[src/rtl/jht_assoc.sv]
// jht_assoc: parametrised set-associative jump target table.
// Looks up the F1 jump PC and returns a registered target one cycle later.
// It is trained by executed j/jal from EXE.
// Replacement: invalid way first, then tree-PLRU victim.
// After reset or flush an INIT sweep clears one set per cycle, and `ready` rises when the sweep ends.
// Optional macro JHT_BYPASS_EN: a same-cycle update with matching index and tag
// is forwarded to the prediction output.
module jht_assoc #(
  parameter int ASSOCIATIVITY = 4,
  parameter int SET_NUM       = 8,
  parameter int TAG_BITS      = 18,
  parameter int INDEX_OFFSET  = 3
) (
  input  logic        clk,
  input  logic        reset,
  input  logic        flush,
  input  logic        pred_valid,
  input  logic [31:0] j_pc,
  output logic        pred_hit,
  output logic [31:0] predict_pc,
  input  logic        upd_valid,
  input  logic [31:0] executed_j_pc,
  input  logic [31:0] dest_pc,
  output logic        ready
);

  localparam int IDX_W = $clog2(SET_NUM);
  localparam int WAY_W = $clog2(ASSOCIATIVITY);
  localparam int NODES = ASSOCIATIVITY - 1;

  typedef enum logic [0:0] {
    ST_INIT  = 1'b0,
    ST_READY = 1'b1
  } state_t;

  // Touch a way: every node on the way's root-to-leaf path points away from it.
  function automatic logic [NODES-1:0] plru_touch(input logic [NODES-1:0] bits,
                                                  input logic [WAY_W-1:0] way);
    logic [NODES-1:0] res;
    int node;
    res  = bits;
    node = 1;
    for (int lvl = WAY_W - 1; lvl >= 0; lvl--) begin
      for (int n = 0; n < NODES; n++) begin
        res[n] = (n == node - 1) ? ~way[lvl] : res[n];
      end
      node = 2 * node + (way[lvl] ? 1 : 0);
    end
    return res;
  endfunction

  // Follow node bits from the root; a bit of 1 sends the walk to the upper half.
  function automatic logic [WAY_W-1:0] plru_victim(input logic [NODES-1:0] bits);
    logic [WAY_W-1:0] way;
    logic b;
    int node;
    way  = '0;
    node = 1;
    for (int lvl = WAY_W - 1; lvl >= 0; lvl--) begin
      b = 1'b0;
      for (int n = 0; n < NODES; n++) begin
        b = (n == node - 1) ? bits[n] : b;
      end
      way[lvl] = b;
      node = 2 * node + (b ? 1 : 0);
    end
    return way;
  endfunction

  // Lowest set bit index; callers only use the result when the vector is non-zero.
  function automatic logic [WAY_W-1:0] lowest_way(input logic [ASSOCIATIVITY-1:0] vec);
    logic [WAY_W-1:0] way;
    way = '0;
    for (int w = ASSOCIATIVITY - 1; w >= 0; w--) begin
      way = vec[w] ? WAY_W'(w) : way;
    end
    return way;
  endfunction

  // Table storage
  logic [ASSOCIATIVITY-1:0] valid_r  [SET_NUM];
  logic [NODES-1:0]         plru_r   [SET_NUM];
  logic [TAG_BITS-1:0]      tag_r    [SET_NUM][ASSOCIATIVITY];
  logic [31:0]              target_r [SET_NUM][ASSOCIATIVITY];

  state_t                   state_r, state_n;
  logic [IDX_W-1:0]         cnt_r, cnt_n;
  logic                     pred_hit_r;
  logic [31:0]              predict_pc_r;

  // Lookup / update decode
  logic [IDX_W-1:0]         pred_idx_s, upd_idx_s;
  logic [TAG_BITS-1:0]      pred_tag_s, upd_tag_s;
  logic [ASSOCIATIVITY-1:0] pred_match_s, upd_match_s;
  logic                     pred_hit_s, upd_hit_s, upd_any_inv_s;
  logic [WAY_W-1:0]         pred_way_s, upd_way_s;
  logic [31:0]              pred_tgt_s;
  logic                     upd_en_s, upd_wr_tgt_s, pred_touch_s;
  logic                     unused_pc_bits_s;

  assign ready      = (state_r == ST_READY);
  assign pred_hit   = pred_hit_r;
  assign predict_pc = predict_pc_r;
  // Not every PC bit feeds the tag or the index.
  assign unused_pc_bits_s = ^{j_pc, executed_j_pc};

  // Next-state logic of the init/flush sweep
  always_comb begin
    state_n = state_r;
    cnt_n   = cnt_r;
    case (state_r)
      ST_INIT: begin
        if (flush) begin
          cnt_n = '0;
        end else if (cnt_r == IDX_W'(SET_NUM - 1)) begin
          state_n = ST_READY;
          cnt_n   = '0;
        end else begin
          cnt_n = cnt_r + IDX_W'(1);
        end
      end
      ST_READY: begin
        if (flush) begin
          state_n = ST_INIT;
          cnt_n   = '0;
        end else begin
          state_n = ST_READY;
          cnt_n   = cnt_r;
        end
      end
      default: begin
        state_n = ST_INIT;
        cnt_n   = '0;
      end
    endcase
  end

  // Prediction lookup: lowest matching way wins
  always_comb begin
    pred_idx_s = j_pc[2 + INDEX_OFFSET +: IDX_W];
    pred_tag_s = j_pc[2 +: TAG_BITS];
    for (int w = 0; w < ASSOCIATIVITY; w++) begin
      pred_match_s[w] = valid_r[pred_idx_s][w] && (tag_r[pred_idx_s][w] == pred_tag_s);
    end
    pred_hit_s   = |pred_match_s;
    pred_way_s   = lowest_way(pred_match_s);
    pred_tgt_s   = pred_hit_s ? target_r[pred_idx_s][pred_way_s] : 32'h0000_0000;
    pred_touch_s = pred_valid && ready && pred_hit_s;
  end

  // Update way selection: tag hit, else lowest invalid, else PLRU victim
  always_comb begin
    upd_idx_s = executed_j_pc[2 + INDEX_OFFSET +: IDX_W];
    upd_tag_s = executed_j_pc[2 +: TAG_BITS];
    for (int w = 0; w < ASSOCIATIVITY; w++) begin
      upd_match_s[w] = valid_r[upd_idx_s][w] && (tag_r[upd_idx_s][w] == upd_tag_s);
    end
    upd_hit_s     = |upd_match_s;
    upd_any_inv_s = ~&valid_r[upd_idx_s];
    if (upd_hit_s) begin
      upd_way_s = lowest_way(upd_match_s);
    end else if (upd_any_inv_s) begin
      upd_way_s = lowest_way(~valid_r[upd_idx_s]);
    end else begin
      upd_way_s = plru_victim(plru_r[upd_idx_s]);
    end
    upd_en_s     = upd_valid && ready;
    upd_wr_tgt_s = upd_en_s && (!upd_hit_s || (target_r[upd_idx_s][upd_way_s] != dest_pc));
  end

`ifdef JHT_BYPASS_EN
  logic bypass_s;
  assign bypass_s = pred_valid && upd_valid && ready &&
                    (pred_idx_s == upd_idx_s) && (pred_tag_s == upd_tag_s);
`endif

  // Sweep state and set counter
  always_ff @(posedge clk or posedge reset) begin
    if (reset) begin
      state_r <= ST_INIT;
      cnt_r   <= '0;
    end else begin
      state_r <= state_n;
      cnt_r   <= cnt_n;
    end
  end

  // Valid and PLRU bits: cleared by the sweep, updated by training and prediction hits
  always_ff @(posedge clk or posedge reset) begin
    if (reset) begin
      for (int s = 0; s < SET_NUM; s++) begin
        valid_r[s] <= '0;
        plru_r[s]  <= '0;
      end
    end else if (state_r == ST_INIT) begin
      valid_r[cnt_r] <= '0;
      plru_r[cnt_r]  <= '0;
    end else begin
      for (int s = 0; s < SET_NUM; s++) begin
        if (upd_en_s && (upd_idx_s == IDX_W'(s))) begin
          plru_r[s] <= plru_touch(plru_r[s], upd_way_s);
        end else if (pred_touch_s && (pred_idx_s == IDX_W'(s))) begin
          plru_r[s] <= plru_touch(plru_r[s], pred_way_s);
        end else begin
          plru_r[s] <= plru_r[s];
        end
      end
      if (upd_en_s) begin
        valid_r[upd_idx_s][upd_way_s] <= 1'b1;
      end else begin
        valid_r[upd_idx_s][upd_way_s] <= valid_r[upd_idx_s][upd_way_s];
      end
    end
  end

  // Tag and target payload; stale contents are masked by the valid bits
  always_ff @(posedge clk) begin
    if (upd_en_s && !upd_hit_s) begin
      tag_r[upd_idx_s][upd_way_s] <= upd_tag_s;
    end
    if (upd_wr_tgt_s) begin
      target_r[upd_idx_s][upd_way_s] <= dest_pc;
    end
  end

  // Registered prediction outputs
  always_ff @(posedge clk or posedge reset) begin
    if (reset) begin
      pred_hit_r   <= 1'b0;
      predict_pc_r <= 32'h0000_0000;
    end else if (pred_valid && ready) begin
`ifdef JHT_BYPASS_EN
      if (bypass_s) begin
        pred_hit_r   <= 1'b1;
        predict_pc_r <= dest_pc;
      end else begin
        pred_hit_r   <= pred_hit_s;
        predict_pc_r <= pred_tgt_s;
      end
`else
      pred_hit_r   <= pred_hit_s;
      predict_pc_r <= pred_tgt_s;
`endif
    end else begin
      pred_hit_r   <= 1'b0;
      predict_pc_r <= 32'h0000_0000;
    end
  end

endmodule
[config.mk]
export PLATFORM = sky130hd
export DESIGN_NAME = jht_assoc
export DESIGN_NICKNAME = d
export VERILOG_FILES = /design/src/rtl/jht_assoc.sv
export SDC_FILE = /design/constraint.sdc
export NUM_CORES = 2
export LEC_CHECK = 0
export BUFFER_PORTS_ARGS = -buffer_cell sky130_fd_sc_hd__buf_2
export CORE_MARGIN = 3
export CORE_UTILIZATION = 25
export DETAILED_ROUTE_END_ITERATION = 8
export PLACE_DENSITY_LB_ADDON = 0.3
export SYNTH_ARGS = -nofsm -noshare
export SYNTH_HDL_FRONTEND = slang
export SYNTH_SLANG_ARGS = --single-unit
[constraint.sdc]
create_clock -name clk -period 17 [get_ports clk]
set_clock_uncertainty 0.1 [all_clocks]
set_input_delay 0.85 -clock clk [delete_from_list [all_inputs] [get_ports clk]]
set_output_delay 0.85 -clock clk [all_outputs]
set_load 0.01 [all_outputs]
==> impl_metrics.py <==
metrics = {
    "synth": {
        "synth.area.top_cells": "edfxtp_1 (60%), mux4_2 (22%), mux2i_1 (4.0%), dfrtp_1 (2.9%), xnor2_1 (0.92%)",
        "yosysWarnings": 0,
        "synth_edf_count": 1600,
        "syn_inst": 4411,
        "synth_top_family_by_area": "multiplexers",
        "synthXorXnorAreaFrac_pct": 1.313,
        "synth.top_cell.area_share_pct": 59.51,
        "yosys_most_used_dff": "edfxtp_1",
        "synthSimpleGateAreaFrac_pct": 3.926,
        "synth_common_cells": "edfxtp_1 (1600), mux4_2 (780), mux2i_1 (322), nand2_1 (184), clkbuf_1 (166)",
        "synth_seq_cells": 1693,
        "postSynthAreaPerCell_um2": 18.30,
        "post-synth-top-count-cell": "edfxtp_1",
        "synth.cell_area_um2": 80730,
        "yosysUniqueCellTypes": 89,
        "synth_compound_area_share_pct": 3.820,
        "yosysSeqAreaShare_pct": 62.40,
        "syn_nets": 4514,
        "synthArstFlopShare_pct": 5.493,
        "synth_fa_ha_area_share_pct": 0.03100,
        "synth_top_area_cell": "edfxtp_1",
        "synthMuxAreaShare_pct": 26.44,
    },
    "critical_path": {
        "endpoint_kind": "flip-flop",
        "worstPathMaxFanout": 65,
        "start_kind": "primary input",
        "critPathSlowestCell": "and4_4",
        "critPathKind": "primary input to flip-flop",
        "worstPathRequired_ns": 17.40,
        "reg2reg_slack_ns": 8.47,
        "r2r_end": "target_r[0][18]",
        "worstPathArrival_ns": 10.02,
        "crit_chain": "buf_8 > buf_4 > buf_4 > and3_1 > a222oi_1 > o21ai_1 > o21bai_1 > or4b_1 > nor4_1 > buf_4 > o31a_1 > nor2_4 > buf_4 > buf_4 > a32o_1 > and2_1 > a2111oi_0 > nand4_1 > nor3_1 > and4_4 > nor3_4 > buf_4",
        "cpPeakStageDelay_ns": 0.96,
        "r2r-start": "tag_r[3][11]",
        "rr_worst_depth": 17,
        "cpMostUsedCell": "buf_4",
    },
    "route": {
        "drtIter0Drc": 5321,
        "drtPass1Iterations": 5,
        "routedWlPerCell_um": 29.76,
        "post-route-drc-count": 0,
        "antenna_left": 0,
        "vias_per_cell": 5.220,
        "num_vias": 46880,
        "routed_wl_mm": 267.3,
    },
    "timing": {
        "finalSetupViolCount": 0,
        "slew_viol_final": 0,
        "worst_pin_slew_ns": 1.129,
        "fmax_mhz": 103.9,
        "finalSetupTns_ns": 0,
        "whs_ns": 0.05441,
        "slew_headroom_pct": 22.57,
        "finalCriticalPeriod_ns": 9.628,
        "rsz0062_at_grt": "no",
        "period_share_pct": 56.64,
        "hold_violations": 0,
    },
    "placed_design": {
        "hpwl_mm": 151.9,
        "post_dp_cell_area_um2": 86790,
        "port_buffers": 106,
        "gp_congestion": 0.8290,
    },
    "finish": {
        "design_area_um2": 92250,
        "drive_above_1_share_pct": 30.70,
        "fin_nets": 4634,
        "syn2layout_area_growth_pct": 14.26,
        "fillers": 31810,
        "fin_util_pct": 28.72,
    },
    "floorplanning": {
        "die_y_um": 574.3,
        "die-area_um2": 329800,
        "fp.coreArea_um2": 321100,
        "die_w_um": 574.3,
        "start_util_pct": 25.14,
        "pin_count": 135,
        "rows": 208,
    },
    "min_path": {
        "hold_path.class": "primary input to async pin",
    },
    "clocking": {
        "ctsResizeCount": 0,
        "numCtsBuffers": 178,
        "cts_hold_buf": 0,
        "path_clk_slew_ns": 0.06,
        "htree_levels": 4,
        "cts_tree": "yes",
        "cts_max_path_buffers": 4,
        "insertion_delay_ns": 0.84,
        "cts-root-buf": "clkbuf_16",
        "cts_sinks": 1693,
        "postCtsSetupRepairBufs": 0,
    },
    "grt": {
        "grt_pass1_vias": 47600,
        "grt.overflow.total": 0,
        "grt_pass1_wl_mm": 374.8,
        "grt_use_total_pct": 15.74,
        "antenna_found_initial": 29,
        "grt_max_degree": 96,
    },
    "pwr": {
        "powerDensity_nw_per_um2": 98.52,
        "p_leak_nw": 29.19,
        "peakVddDrop_uv": 72.02,
    },
    "status": {
        "status": "completed",
    },
    "flow_run": {
        "max_cap_viol_count": 0,
    },
}
-- layout make-up --
| cell class | count | area [um^2] | share of cell area, % |
|---|---|---|---|
| repair buffers | 265 | 1843 | 1.998 |
| clock buffers | 247 | 4917 | 5.331 |
| clock inverters | 70 | 523.0 | 0.5670 |
| flip-flops and latches | 1693 | 50370 | 54.61 |
| well taps | 4305 | 5386 | 5.839 |
| multi-input cells | 2358 | 29040 | 31.48 |
| diodes | 8 | 20.02 | 0.02170 |
| inverters | 35 | 146.4 | 0.1587 |
-- how the worst max path moves through the flow --
stage                startpoint              end
4_1_cts        executed_j_pc[5]  target_r[0][18]
5_1_grt        executed_j_pc[5]  target_r[0][18]
3_5_place_dp   executed_j_pc[5]  target_r[0][17]
2_1_floorplan  executed_j_pc[5]  target_r[6][32]
6_report       executed_j_pc[7]  target_r[0][18]
3_3_place_gp   executed_j_pc[5]  target_r[0][16]
-- flip-flops by register name (all words and copies together) (netlist names) --
name and flops:
cnt_r 3, pred_hit 1, target_r 1024, plru_r 24, tag_r 576, valid_r 32, predict_pc 32, ready 1
-- per-layer routing --
metal	share of wire (%)	vias up	GRT usage [%]	routed length, um
met1	44	25530	22.36	116700
li1	-	18860	-	-
met4	2.7	8	3.999	7094
met5	0.019	-	0	50
met3	7.2	398	2.792	19290
met2	46	2090	24.85	124100
-- cell usage in the layout, fill, tap and decap left out, types with 21 or more instances in the layout --
cell | Yosys | routed
a21oi_1 | 60 | 60
a22oi_1 | 51 | 51
buf_2 | 68 | 100
buf_4 | 23 | 154
clkbuf_1 | 166 | 52
clkbuf_16 | 0 | 181
clkinv_1 | 1 | 21
clkinv_2 | 0 | 36
dfrtp_1 | 93 | 93
edfxtp_1 | 1600 | 1600
inv_1 | 32 | 30
mux2_2 | 48 | 48
mux2i_1 | 322 | 322
mux4_2 | 780 | 780
nand2_1 | 184 | 183
nand3_1 | 48 | 47
nand4_1 | 32 | 32
nor2_1 | 164 | 132
nor2_2 | 1 | 32
nor3_1 | 33 | 30
nor3_4 | 0 | 30
nor4_1 | 32 | 30
o21ai_0 | 126 | 125
o22ai_1 | 37 | 37
xnor2_1 | 85 | 85
xor2_1 | 36 | 36
-- per-stage QoR --
step / instances / worst slack [ns] / power (mW)
2_1_floorplan: 4411 / 8.559 / 5.130
3_3_place_gp: 8656 / 6.407 / 5.403
3_5_place_dp: 8656 / 6.404 / 5.407
4_1_cts: 8973 / 7.262 / 9.179
5_1_grt: 8973 / 6.924 / 9.385
6_report: 8981 / 7.372 / 9.088
-- kinds of logic (layout without fill, tap and decap cells) --
| kind of cell | count (synthesis) | count (layout) |
|---|---|---|
| and+or+nand+nor | 625 | 625 |
| AOI/OAI and AO/OA | 459 | 459 |
| DFF | 1693 | 1693 |
| buffers and inverters | 360 | 617 |
| other | 0 | 8 |
| adders and majority gates | 2 | 2 |
| xor gates and xnor gates | 121 | 121 |
| muxes | 1151 | 1151 |
-- power breakdown --
part | total (mW) | switching [mW] | internal (mW) | leakage (nW)
Combinational | 0.720 | 0.438 | 0.283 | 10.9
Clock | 3.77 | 1.65 | 2.12 | 2.68
Sequential | 4.59 | 0.0142 | 4.58 | 15.6
-- critical path, delay by kind of cell --
kind / cells / cell delay (ns)
buffers and inverters: 7 / 3.17
AO/OA/AOI/OAI: 6 / 2.09
AND/OR/NAND/NOR: 9 / 3.63
(Power assumes the default switching activity.)
